$ cat src/rtl/res_pack.sv
// rtl/res_pack.sv - thresholds a 128x128 distance map and packs the result into 16-bit bitmap words
// Address for pixel k is issued one edge before it is sampled; writes fire on the edge completing each word.
module res_pack (
  input  logic        clk,
  input  logic        reset,
  input  logic [7:0]  thr,
  input  logic        hold,
  output logic        res_rd,
  output logic [13:0] res_addr,
  input  logic [7:0]  res_di,
  output logic        sti_wr,
  output logic [9:0]  sti_addr,
  output logic [15:0] sti_do,
  output logic [14:0] obj_cnt,
  output logic        done
);

  typedef enum logic [1:0] {IDLE, RUN, FLUSH, FIN} state_t;

  state_t      state_q, state_d;
  logic        rd_q, rd_d;
  logic [13:0] addr_q, addr_d;
  logic        wr_q, wr_d;
  logic [9:0]  waddr_q, waddr_d;
  logic [15:0] wdata_q, wdata_d;
  logic [14:0] cnt_q, cnt_d;
  logic        done_q, done_d;
  logic [14:0] shift_q, shift_d;
  logic        pix_bit;

  assign pix_bit = (res_di > thr);

  always_ff @(posedge clk or negedge reset) begin
    if (!reset) begin
      state_q <= IDLE;
      rd_q    <= 1'b0;
      addr_q  <= 14'd0;
      wr_q    <= 1'b0;
      waddr_q <= 10'd0;
      wdata_q <= 16'd0;
      cnt_q   <= 15'd0;
      done_q  <= 1'b0;
      shift_q <= 15'd0;
    end else begin
      state_q <= state_d;
      rd_q    <= rd_d;
      addr_q  <= addr_d;
      wr_q    <= wr_d;
      waddr_q <= waddr_d;
      wdata_q <= wdata_d;
      cnt_q   <= cnt_d;
      done_q  <= done_d;
      shift_q <= shift_d;
    end
  end

  always_comb begin
    state_d = state_q;
    rd_d    = rd_q;
    addr_d  = addr_q;
    wr_d    = 1'b0;
    waddr_d = waddr_q;
    wdata_d = wdata_q;
    cnt_d   = cnt_q;
    done_d  = done_q;
    shift_d = shift_q;
    case (state_q)
      IDLE: begin
        state_d = RUN;
        rd_d    = 1'b1;
        addr_d  = 14'd0;
      end
      RUN: begin
        if (!hold) begin
          shift_d = {shift_q[13:0], pix_bit};
          cnt_d   = cnt_q + {14'd0, pix_bit};
          // The 15 earlier bits plus this one form the complete MSB-first word.
          if (addr_q[3:0] == 4'hF) begin
            wr_d    = 1'b1;
            waddr_d = addr_q[13:4];
            wdata_d = {shift_q, pix_bit};
          end
          if (addr_q == 14'h3FFF) begin
            state_d = FLUSH;
            rd_d    = 1'b0;
          end else begin
            addr_d = addr_q + 14'd1;
          end
        end
      end
      FLUSH: begin
        if (!hold) begin
          state_d = FIN;
          done_d  = 1'b1;
        end
      end
      FIN: begin
        state_d = FIN;
      end
      default: begin
        state_d = IDLE;
      end
    endcase
  end

  assign res_rd   = rd_q;
  assign res_addr = addr_q;
  assign sti_wr   = wr_q;
  assign sti_addr = waddr_q;
  assign sti_do   = wdata_q;
  assign obj_cnt  = cnt_q;
  assign done     = done_q;

endmodule

$ cat config.mk
export PLATFORM = sky130hd
export DESIGN_NAME = res_pack
export DESIGN_NICKNAME = d
export VERILOG_FILES = /design/src/rtl/res_pack.sv
export SDC_FILE = /design/constraint.sdc
export NUM_CORES = 1
export LEC_CHECK = 0
export CAP_MARGIN = 20
export CELL_PAD_IN_SITES_DETAIL_PLACEMENT = 1
export CELL_PAD_IN_SITES_GLOBAL_PLACEMENT = 1
export CORE_AREA = 2 2 97 99
export DETAILED_ROUTE_END_ITERATION = 8
export DIE_AREA = 0 0 99 101
export PLACE_DENSITY = 0.85
export SYNTH_ARGS = -nofsm -noshare
export SYNTH_HDL_FRONTEND = slang
export SYNTH_SLANG_ARGS = --single-unit
$ cat constraint.sdc
create_clock -name clk -period 1.79 [get_ports clk]
set_input_delay 0.358 -clock clk [delete_from_list [all_inputs] [get_ports clk]]
set_output_delay 0.358 -clock clk [all_outputs]
set_load 0.01 [all_outputs]
==> results.json <==
{
  "synth_top_cells_by_area": "dfrtp_1 55%, mux2_2 8.3%, nand2_1 7.3%, ha_1 4.0%, o21ai_1 3.1%",
  "synth_edf_count": 0,
  "worst_slew_pin_slew_ns": 0.455,
  "crit_required_ns": 2.06,
  "fin_setup_tns_ns": -2.06,
  "drive_above_1_share_pct": 33.0,
  "dieWidth_um": 99,
  "netlist_area_um2": 3400,
  "layout_setup_ws_ns": -0.264,
  "root_buffer": "clkbuf_8",
  "crit_type": "input pin to register",
  "design_area_um2": 5000,
  "critPathMaxFanout": 3,
  "violations": "setup timing",
  "drtAntennaViolNets": 0,
  "placed_cells": 525,
  "rsz0062_at_grt": "true",
  "wl_met3_um": 404,
  "synth_top_family_by_area": "simple AND/OR/NAND/NOR gates",
  "synthTopCellsByCount": "75 x dfrtp_1, 66 x nand2_1, 25 x mux2_2",
  "r2r_slack_ns": 0.06,
  "worstHoldPathType": "input pin to asynchronous set/reset pin",
  "layout.filler_cells": 985,
  "grt_max_degree": 36,
  "setup_viol": 11,
  "drc": 0,
  "synth_fa_ha_area_share_pct": 4.04,
  "antenna_found_initial": 0,
  "grt_pass1_wl_um": 15400,
  "gp_congestion": 0.765,
  "whs_ns": 0.490,
  "drv_slew": 0,
  "max_freq_ghz": 0.487,
  "yosys_warnings": 0,
  "vias_per_cell": 5.18,
  "synth.most_common_cell": "dfrtp_1",
  "ys_seq_area_share_pct": 55.1,
  "max_slew_margin_pct": 69.7,
  "first_global_vias": 3128,
  "power_density_nw_per_um2": 955,
  "pre_cts_slack_ns": -1.27,
  "dr.pass1.iters": 4,
  "drt-initial-drc-count": 47,
  "synth_cell_types": 40,
  "fin_cells": 551,
  "ys_async_sr_fraction_pct": 100,
  "drt_wl_total_um": 9570,
  "clock_latency_ns": 0.35,
  "fin_worst_skew_ns": 0.0120,
  "synthCells": 315,
  "areaGrowthSynthToFinish_pct": 46.8,
  "hpwl_um": 6750,
  "syn_nets": 345,
  "synthXorXnorAreaFrac_pct": 3.35,
  "drv_cap": 0,
  "cts.htree.levels": 3,
  "core-area_um2": 8980,
  "pin_count": 77,
  "period_minus_slack_ns": 2.05,
  "synth_compound_area_share_pct": 8.60,
  "cts_tree": "done",
  "grt-ovfl-total": 0,
  "top_layer": "met4",
  "die_height_um": 101,
  "ir_worst_vdd_mv": 0.411,
  "critPathLaunchType": "input pin",
  "end_kind": "register",
  "synth_mux_area_share_pct": 8.86,
  "numCtsBuffers": 9,
  "ys.flop_type": "dfrtp_1",
  "syn_area_per_cell_um2": 10.8,
  "p_leak_uw": 0.00249,
  "n_antenna_cell": 0,
  "die_area_um2": 10000,
  "wl_met1_um": 3960,
  "vias": 2856,
  "nNetsFinal": 465,
  "num_rows": 35,
  "initial_utilization_pct": 37.9,
  "placed_area_um2": 4610,
  "yosys.area.top_type": "dfrtp_1",
  "synth-simple-area-share_pct": 17.1,
  "finalCritPeriodShare_pct": 115,
  "cts.clk_slew.worst_paths_ns": 0.09,
  "yosys_register_bits": 75,
  "wl_per_cell_um": 17.4,
  "finalHoldViolCount": 0,
  "io_buffers": 76,
  "synth_top_cell_area_share_pct": 55.1,
  "met2_length_um": 5070,
  "status": "finished with violations",
  "arrival_ns": 2.32,
  "cts.sinks": 75,
  "cts_buffer_depth": 2,
  "grt_usage_pct": 19.5
}
worst max-delay path: stages:
cell	delay, ns
clkdlybuf4s15_2	0.18
inv_2	0.04
ha_4	0.26
o211ai_1	0.10
a21oi_2	0.20
o21ai_4	0.07
inv_2	0.07
ha_4	0.13
ha_4	0.12
and3_4	0.20
nand3_4	0.08
nor3_4	0.19
nand3_2	0.11
xnor2_1	0.20
timing repair:
action,CTS,global route
pin swaps,19,20
resized for setup,77,29
buffers inserted,5,5
cloned,0,0
endpoints found under the setup margin,19,26
hold buffers,1,0
hold endpoints to repair,32,0
kinds of logic after synthesis:
kind of cell    count (synthesis)
compound gates                 47
flops                          75
simple gates                  119
fa+ha+maj                      11
mux                            27
buf+inv                        23
xor+xnor                       13
area by class of cell:
class	instances	area, um2	area share, %
tap	111	139	2.78
inverter	13	56.3	1.13
sequential	75	1890	37.7
timing repair buffer	119	1100	22.1
multi-input combinational	217	1630	32.6
clock inverter	7	58.8	1.18
clock buffer	9	124	2.48
placed cells by master (no fill, tap or decap), drive strengths merged:
cell	count
a31oi	7
clkinv	2
dfrtp	75
nor3b	2
a21oi	7
inv	17
a21o	2
nand2	66
nor4	1
clkbuf	10
buf	55
nand3	8
and4	1
ha	11
o211ai	1
nor2b	3
o31ai	1
clkdlybuf4s15	3
clkdlybuf4s50	50
and3	7
and2	1
nand2b	3
xor2	6
o21bai	1
o41ai	1
o21ai	25
mux2i	2
nand4	12
a31o	1
clkinvlp	1
nor3	3
mux2	25
dlygate4sd2	2
xnor2	7
nor2	11
a22oi	1
dlygate4sd3	1
or2	1
dlymetal6s2s	7
routing by layer:
| layer | global-route usage, % | up-vias |
|---|---|---|
| met5 | 0 | - |
| li1 | - | 1334 |
| met3 | 4.23 | 15 |
| met4 | 6.32 | 0 |
| met2 | 36.1 | 75 |
| met1 | 22.5 | 1432 |
state kept, by name (all words and copies together), names as in the netlist:
signal	count
res_addr	14
sti_addr	10
shift_q	15
done	1
state_q	2
sti_wr	1
res_rd	1
obj_cnt	15
sti_do	16
worst paths after layout:
check / endpoint / depth (start not counted) / from
worst max-delay path: obj_cnt[12]$_DFFE_PN0P_ / 14 / thr[2]
worst min-delay path: sti_addr[6]$_DFFE_PN0P_ / 2 / reset
worst max register to register: res_addr[0]$_DFFE_PN0P_ / 7 / res_addr[0]$_DFFE_PN0P_
worst min register to register: done$_DFFE_PN0P_ / 1 / done$_DFFE_PN0P_
max in group asynchronous: res_addr[2]$_DFFE_PN0P_ / 3 / reset
min in group clk: done$_DFFE_PN0P_ / 1 / done$_DFFE_PN0P_
report_power, final:
| group | switching, uW | internal [uW] |
|---|---|---|
| registers | 262 | 1980 |
| logic | 552 | 734 |
| clock network | 716 | 528 |
| total | 1530 | 3240 |
metrics by stage:
stage / utilization [%] / total power [uW]
2_1_floorplan: - / 2720
3_3_place_gp: 51.3 / 3440
3_5_place_dp: 51.3 / 3520
4_1_cts: 54.4 / 4800
5_1_grt: 55.7 / 5040
6_report: 55.7 / 4770
Note: power is estimated with default switching activity, not from simulation.
